## src/rtl/core_pkg.sv

```systemverilog
// Shared definitions for the RISC-V pipeline front end.
// Provides default widths, reset PC, the canonical NOP and PC alignment.
package core_pkg;

  localparam int          XLEN      = 32;
  localparam logic [31:0] RESET_PC  = 32'h0000_0000;
  localparam logic [31:0] NOP_INSTR = 32'h0000_0013;

  function automatic logic [XLEN-1:0] pc_align(input logic [XLEN-1:0] addr);
    return addr & ~XLEN'(3);
  endfunction

endpackage

```

## src/rtl/sync_fifo.sv

```systemverilog
// Synchronous FIFO with a registered head and a flush that acts like reset.
// A push into a full FIFO is accepted only when a pop happens in the same cycle.
module sync_fifo #(
  parameter int WIDTH = 64,
  parameter int DEPTH = 4,
  localparam int AW = $clog2(DEPTH),
  localparam int CW = $clog2(DEPTH + 1)
) (
  input  logic             clk,
  input  logic             reset,
  input  logic             push,
  input  logic             pop,
  input  logic             flush,
  input  logic [WIDTH-1:0] wdata,
  output logic             full,
  output logic             empty,
  output logic [CW-1:0]    count,
  output logic [WIDTH-1:0] head
);

  logic [WIDTH-1:0] mem_q [DEPTH];
  logic [AW-1:0]    rd_ptr_q, rd_ptr_d;
  logic [AW-1:0]    wr_ptr_q, wr_ptr_d;
  logic [CW-1:0]    count_q, count_d;
  logic             do_push, do_pop;

  assign full  = (count_q == CW'(DEPTH));
  assign empty = (count_q == '0);
  assign count = count_q;
  assign head  = mem_q[rd_ptr_q];

  always_comb begin
    do_push  = push & (~full | pop);
    do_pop   = pop & ~empty;
    rd_ptr_d = rd_ptr_q;
    wr_ptr_d = wr_ptr_q;
    count_d  = count_q;
    if (flush) begin
      rd_ptr_d = '0;
      wr_ptr_d = '0;
      count_d  = '0;
    end else begin
      if (do_push) wr_ptr_d = wr_ptr_q + AW'(1);
      if (do_pop)  rd_ptr_d = rd_ptr_q + AW'(1);
      count_d = count_q + CW'(do_push) - CW'(do_pop);
    end
  end

  // NOTE: sequential state uses non-blocking assignments so every flop samples pre-edge values.
  always_ff @(posedge clk) begin
    if (reset) begin
      rd_ptr_q <= '0;
      wr_ptr_q <= '0;
      count_q  <= '0;
    end else begin
      rd_ptr_q <= rd_ptr_d;
      wr_ptr_q <= wr_ptr_d;
      count_q  <= count_d;
    end
  end

  // NOTE: storage is not reset; count_q alone decides which entries are meaningful.
  always_ff @(posedge clk) begin
    if (do_push && !flush) mem_q[wr_ptr_q] <= wdata;
  end

endmodule

```

## src/rtl/fetch_unit.sv

```systemverilog
// Fetch stage: issues word-aligned requests to a variable-latency imem, squashes
// responses owed to a redirected path and queues {instr, pc} pairs for decode.
module fetch_unit
  import core_pkg::*;
#(
  parameter int              XLEN     = core_pkg::XLEN,
  parameter int              DEPTH    = 4,
  parameter logic [XLEN-1:0] RESET_PC = core_pkg::RESET_PC,
  localparam int             CW       = $clog2(DEPTH + 1)
) (
  input  logic            clk,
  input  logic            reset,
  input  logic            redirect,
  input  logic [XLEN-1:0] redirect_pc,
  output logic            imem_req,
  output logic [XLEN-1:0] imem_addr,
  input  logic            imem_gnt,
  input  logic            imem_rvalid,
  input  logic [31:0]     imem_rdata,
  output logic            instr_valid,
  output logic [31:0]     instr,
  output logic [XLEN-1:0] instr_pc,
  input  logic            instr_ready,
  output logic [CW-1:0]   occupancy
);

  localparam logic [CW:0] BUDGET = (CW + 1)'(DEPTH);

  logic [XLEN-1:0] fetch_pc_q, fetch_pc_d;
  logic [XLEN-1:0] resp_pc_q, resp_pc_d;
  logic [CW-1:0]   inflight_q, inflight_d;
  logic [CW-1:0]   discard_q, discard_d;
  logic            grant, fifo_push, fifo_pop, fifo_full, fifo_empty;
  logic [31+XLEN:0] fifo_head;

  // Outstanding plus queued never exceeds DEPTH, so responses are never back-pressured.
  assign imem_req  = ~reset & ~redirect & ~fifo_full &
                     (({1'b0, inflight_q} + {1'b0, occupancy}) < BUDGET);
  assign imem_addr = fetch_pc_q;
  assign grant     = imem_req & imem_gnt;

  assign fifo_push = imem_rvalid & (discard_q == '0) & ~redirect;
  assign fifo_pop  = instr_valid & instr_ready & ~redirect;

  always_comb begin
    fetch_pc_d = fetch_pc_q;
    resp_pc_d  = resp_pc_q;
    discard_d  = discard_q;
    inflight_d = inflight_q + CW'(grant) - CW'(imem_rvalid);
    if (redirect) begin
      fetch_pc_d = pc_align(redirect_pc);
      resp_pc_d  = pc_align(redirect_pc);
      // inflight already includes words still pending discard, so this is every owed response.
      discard_d  = inflight_q - CW'(imem_rvalid);
    end else begin
      if (grant) fetch_pc_d = fetch_pc_q + XLEN'(4);
      if (imem_rvalid) begin
        if (discard_q != '0) discard_d = discard_q - CW'(1);
        else                 resp_pc_d = resp_pc_q + XLEN'(4);
      end
    end
  end

  always_ff @(posedge clk) begin
    if (reset) begin
      fetch_pc_q <= RESET_PC;
      resp_pc_q  <= RESET_PC;
      inflight_q <= '0;
      discard_q  <= '0;
    end else begin
      fetch_pc_q <= fetch_pc_d;
      resp_pc_q  <= resp_pc_d;
      inflight_q <= inflight_d;
      discard_q  <= discard_d;
    end
  end

  sync_fifo #(
    .WIDTH (32 + XLEN),
    .DEPTH (DEPTH)
  ) u_iq (
    .clk   (clk),
    .reset (reset),
    .push  (fifo_push),
    .pop   (fifo_pop),
    .flush (redirect),
    .wdata ({imem_rdata, resp_pc_q}),
    .full  (fifo_full),
    .empty (fifo_empty),
    .count (occupancy),
    .head  (fifo_head)
  );

  assign instr_valid = ~fifo_empty;
  assign instr       = fifo_head[31+XLEN:XLEN];
  assign instr_pc    = fifo_head[XLEN-1:0];

endmodule

```

## config.mk

```make
export PLATFORM = sky130hd
export DESIGN_NAME = fetch_unit
export DESIGN_NICKNAME = d
export VERILOG_FILES = /design/src/rtl/core_pkg.sv /design/src/rtl/sync_fifo.sv /design/src/rtl/fetch_unit.sv
export SDC_FILE = /design/constraint.sdc
export NUM_CORES = 1
export LEC_CHECK = 0
export BUFFER_PORTS_ARGS = -buffer_cell sky130_fd_sc_hd__buf_2
export CAP_MARGIN = 20
export CELL_PAD_IN_SITES_DETAIL_PLACEMENT = 0
export CELL_PAD_IN_SITES_GLOBAL_PLACEMENT = 1
export CORE_MARGIN = 8
export CORE_UTILIZATION = 48
export DETAILED_ROUTE_END_ITERATION = 6
export PLACE_DENSITY_LB_ADDON = 0.2
export REMOVE_ABC_BUFFERS = 1
export SLEW_MARGIN = 20
export SYNTH_ARGS = -nofsm -noshare
export SYNTH_HDL_FRONTEND = slang
export SYNTH_SLANG_ARGS = --single-unit
export TNS_END_PERCENT = 50
```

## constraint.sdc

```tcl
create_clock -name clk -period 4 [get_ports clk]
set_input_delay 0.8 -clock clk [delete_from_list [all_inputs] [get_ports clk]]
set_output_delay 0.8 -clock clk [all_outputs]
set_load 0.02 [all_outputs]
```

Word level (Yosys, flattened, before mapping)
Memory sizes are Yosys's and may differ from the RTL's. A register that Yosys moved wholly into a read port is not among the register bits.
Index checks and enable logic that the tools add are counted.
{"block": "word_totals", "reg_bits": 77, "ram_bits": 256, "input_bits": 70, "out_inout_bits": 101, "memories": 1}
{"memory": "u_iq.mem_q", "depth": 4, "word_bits": 64, "rd": 1, "rd_clocked_by_memory_dff": 1, "write_ports": 1, "line": "sync_fifo.sv:21", "rtl": "logic [WIDTH-1:0] mem_q [DEPTH];"}
{"block": "op_classes", "addsub": 11, "order_cmp": 1, "n_eq_ne": 2, "muxes": 12, "n_bitwise": 16, "n_reduce_logical": 12}
{"operator": "two-way mux 32 bit", "n": 5}
{"operator": "adder 32 x 3 -> 32 bit (second input constant)", "n": 2}
{"operator": "AND 1 bit", "n": 10}
{"operator": "two-way mux 3 bit", "n": 3}
{"operator": "subtractor 3 x 1 -> 3 bit", "n": 3}
{"operator": "adder 3 x 1 -> 3 bit", "n": 2}
{"operator": "zero test 3 bit", "n": 2}
{"operator": "AND reduction 2 bit", "n": 3}
{"operator": "nonzero test 2 bit", "n": 3}
{"operator": "NOT 1 bit", "n": 5}
{"operator": "adder 2 x 1 -> 2 bit (second input constant)", "n": 2}
{"operator": "adder 3 x 3 -> 4 bit", "n": 1}
{"operator": "less-than comparator 4 x 3 -> 1 bit (second input constant)", "n": 1}
{"operator": "two-way mux 2 bit", "n": 2}
{"operator": "== test 3 bit (second input constant)", "n": 1}
{"operator": "nonzero test 3 bit", "n": 1}
{"operator": "subtractor 3 x 1 -> 3 bit (second input constant)", "n": 1}
{"operator": "two-way mux 1 bit", "n": 2}
{"operator": "inequality test 2 bit (second input constant)", "n": 1}
{"operator": "OR reduction 2 bit", "n": 1}
{"operator": "logical AND 1 bit", "n": 1}
{"operator": "zero test 1 bit", "n": 1}
{"operator": "OR 1 bit", "n": 1}

Depth between registers and ports, before layout
{"block": "logic_depth", "depth_word": 9, "depth_mapped": 12, "depth_no_buf": 10}

Modules after synthesis
Synthesis repeated with hierarchy kept, for this count alone.
{"block": "unflattened", "hier_cells": 845, "area_unflattened_um2": 13565.5}
{"module": "sync_fifo", "instances": 1, "cells_each": 385, "area_per_inst_um2": 9750.6, "seq_area_each_um2": 7867.5}
{"module": "fetch_unit", "instances": 1, "cells_each": 460, "area_per_inst_um2": 3814.9, "seq_area_each_um2": 1321.3}

Worst setup path after synthesis
OpenSTA, ideal clock, no wires.
{"block": "synth_path", "path_type": "input-to-reg", "startpoint": "in imem_rvalid", "endpoint": "mem u_iq.mem_q[1][10] (enable)", "setup_time_ns": 0.426, "t_arrival_ns": 3.027, "slack_ns": 0.547, "path_stages": 5, "path_cell_list": "and3b_1 -> buf_2 -> o41ai_1 -> nor2_1 -> and2_1"}
{"block": "synth_via", "elab_chain_cells": 6}
{"item": "start, declared", "line": "fetch_unit.sv:18", "rtl": "input logic imem_rvalid,"}
{"item": "AND 1 bit (2 in series)", "line": "fetch_unit.sv:42", "rtl": "assign fifo_push = imem_rvalid & (discard_q == '0) & ~redirect;"}
{"item": "AND 1 bit", "line": "sync_fifo.sv:33", "rtl": "do_push = push & (~full | pop);"}
{"item": "logical AND 1 bit", "line": "sync_fifo.sv:64", "rtl": "if (do_push && !flush) mem_q[wr_ptr_q] <= wdata;"}
{"item": "two-way mux 1 bit", "line": "sync_fifo.sv:64"}
{"item": "two-way mux 1 bit (implied by the code)", "line": "sync_fifo.sv:64"}
{"item": "end, declared", "line": "sync_fifo.sv:21"}
No other way between the ends.

==> impl_metrics.tcl <==
set metrics [dict create \
    outcome "completed" \
    worst_slack_ps 1040 \
    cp.required_ps 3200 \
    netlist_instances 849 \
    gr-total-overflow 0 \
    worst-path-max-fanout 37 \
    period_needed_ps 2960 \
    finalWirelength_um 28300 \
    hold_violations 0 \
    wl_per_cell_um 20.4 \
    cts_root_buf "clkbuf_16" \
    die_y_um 182 \
    die_x_um 182 \
    drc 0 \
    synthSimpleGateAreaFrac 0.0919 \
    place.port_buffers 164 \
    fmax_mhz 338 \
    dr.pass1.iters 5 \
    antenna_found_initial 0 \
    crit_type "reg -> out" \
    fin_util 0.575 \
    clock-sinks 323 \
    ys_ff_latch 323 \
    yosysSeqAreaShare 0.676 \
    finalMaxSlewViolations 0 \
    grtUsageTotal 0.170 \
    end_kind "primary output" \
    hp-class "in -> reg" \
    synthMuxAreaShare 0.111 \
    cp-endpoint "instr_pc[21]" \
    synthXorXnorAreaFrac 0.0285 \
    die_area_um2 33100 \
    fin_worst_skew_ps 10.7 \
    yosys_warnings 0 \
    antenna_left 0 \
    r2r_slack_ps 1400 \
    via_count 7834 \
    async_flop_share 0 \
    clkTransAtPathRegs_ps 60 \
    ir_worst_vdd_mv 0.274 \
    grt_setup_unrepaired "false" \
    worstPathArrival_ps 2160 \
    htreeDepth 2 \
    startpoint_type "register" \
    post-route-period-util 0.740 \
    tritoncts.num_buffers 35 \
    layout_common_cells "edfxtp_1 (248), buf_2 (164), dfxtp_1 (73), mux4_2 (62), nor2_1 (57)" \
    drv_cap 0 \
    worst_pin_slew_ps 999 \
    synth_compound_area_frac 0.0520 \
    hpwl_um 18100 \
    final_common_cell "edfxtp_1" \
    ctsLongestPathBuffers 3 \
    area_growth_pct 17.5 \
    power_density_nw_per_um2 479 \
    postCtsHoldBufs 0 \
    gp_routability_congestion 0.868 \
    p_total_mw 7.44 \
    core_um2 27000 \
    post_cts_resized 0 \
    avgSynthCellArea_um2 15.6 \
    ios 171 \
    initial_core_util 0.490 \
    rr_worst_depth 10 \
    synth.distinct_cells 60 \
    grt_max_degree 69 \
    relSlewSlack 0.331 \
    rr_endpoint "inflight_q[2]" \
    reg2reg_from "u_iq.count[2]" \
    cts_tree "done" \
    synth_area_um2 13200 \
    fp-row-count 60 \
    grt_pass1_wl_um 44800 \
    ys.flop_type "edfxtp_1" \
    synthAdderAreaFrac 0.0182 \
    leakage_nw 5.32 \
    vias_per_cell 5.64 \
    drive_gt1_frac 0.287 \
    pre_cts_ws_ps 1040 \
    grt_pass1_vias 8051 \
    synth_top_family_by_area "multiplexers" \
    setup_violations 0 \
    synth_edf_count 248 \
    drt_iter0_markers 534 \
    fillers 2171 \
    postCtsSetupBuffers 0 \
    final_nets 1109 \
    diodes 0 \
    insertion_delay_ps 500 \
]
[layout make-up]
| type | instances | area, um^2 | share of cell area |
|---|---|---|---|
| clock buffers | 48 | 956 | 0.0615 |
| clock inverters | 15 | 139 | 0.00893 |
| inverters | 18 | 67.6 | 0.00435 |
| multi-input cells | 466 | 4010 | 0.258 |
| flip-flops and latches | 323 | 8950 | 0.576 |
| well taps | 341 | 427 | 0.0274 |
| repair buffers | 177 | 993 | 0.0639 |
[Yosys cell counts, types with 3 or more instances]
cell | n | share of area
xor2_1 | 12 | 0.0079
nor2_1 | 57 | 0.016
nor4_1 | 10 | 0.0047
dfxtp_1 | 75 | 0.11
a21oi_1 | 16 | 0.0061
a21boi_0 | 11 | 0.0062
mux4_2 | 62 | 0.11
and3_1 | 6 | 0.0028
nand2_1 | 46 | 0.013
buf_2 | 14 | 0.0053
o21a_1 | 4 | 0.0023
inv_1 | 17 | 0.0048
a211oi_1 | 20 | 0.011
buf_4 | 5 | 0.0028
xnor2_1 | 31 | 0.021
edfxtp_1 | 248 | 0.56
ha_1 | 16 | 0.015
nand2b_1 | 4 | 0.0019
or3_1 | 9 | 0.0043
mux2i_1 | 5 | 0.0038
or4_1 | 3 | 0.0017
and4_1 | 8 | 0.0053
a32oi_1 | 4 | 0.0026
o21ai_0 | 18 | 0.0068
clkbuf_1 | 22 | 0.0062
nor3_1 | 9 | 0.0034
and2_1 | 12 | 0.0057
nand3_1 | 31 | 0.012
a31oi_1 | 17 | 0.0080
nor2b_1 | 3 | 0.0014
nand4_1 | 17 | 0.0080
[worst max-delay path, cell delays in order, from the launching register on]
cell and delay [ps]:
dfxtp_4 520, buf_12 340, mux4_2 590, buf_2 180
[stage by stage]
step | instances | TNS [ps] | instance area, um^2 | hold slack (ps)
floorplan | 807 | -10750 | 13000 | 481
global placement | 1325 | 0 | 14500 | 505
detailed placement | 1325 | 0 | 14500 | 513
CTS | 1388 | 0 | 15500 | 480
global route | 1388 | 0 | 15500 | 487
finish | 1388 | 0 | 15500 | 509
[power by group]
group          internal, mW  total, mW  switching, mW
combinational         0.229      0.566          0.337
clock                  1.81       3.04           1.23
sequential             3.73       3.84          0.107
total                  5.77       7.44           1.67
[metal layers]
| metal | global-route usage | part of all wire |
|---|---|---|
| met2 | 0.261 | 0.44 |
| met3 | 0.0395 | 0.067 |
| met5 | 0 | 0 |
| met1 | 0.240 | 0.47 |
| met4 | 0.0439 | 0.017 |
[registers in the layout (all words and copies together) (netlist names), named ones only]
signal	cells
discard_q	3
imem_addr	30
inflight_q	3
resp_pc_q	30
u_iq.count	3
u_iq.mem_q	248
u_iq.rd_ptr_q	2
u_iq.wr_ptr_q	2
[how the worst min path moves through the flow]
stage / from / endpoint / slack [ps] / depth (start not counted)
after floorplan: resp_pc_q[31] / u_iq.mem_q[0][31] / 480 / 0
after global placement: imem_addr[21] / imem_addr[21] / 500 / 2
after detailed placement: imem_addr[31] / imem_addr[31] / 510 / 2
after CTS: imem_rdata[5] / u_iq.mem_q[0][37] / 480 / 1
after global routing: imem_rdata[5] / u_iq.mem_q[0][37] / 490 / 1
final: imem_rdata[5] / u_iq.mem_q[2][37] / 510 / 1
[logic make-up (layout without fill, tap and decap cells)]
kind of cell	after synthesis	in the layout
AO/OA/AOI/OAI	103	103
multiplexers	69	69
XOR/XNOR	43	43
flip-flops	323	323
AND/OR/NAND/NOR	229	229
other	1	4
adder cells (fa/ha/maj)	18	18
buffers and inverters	63	258
No activity file was read; power rests on OpenSTA's default activity.
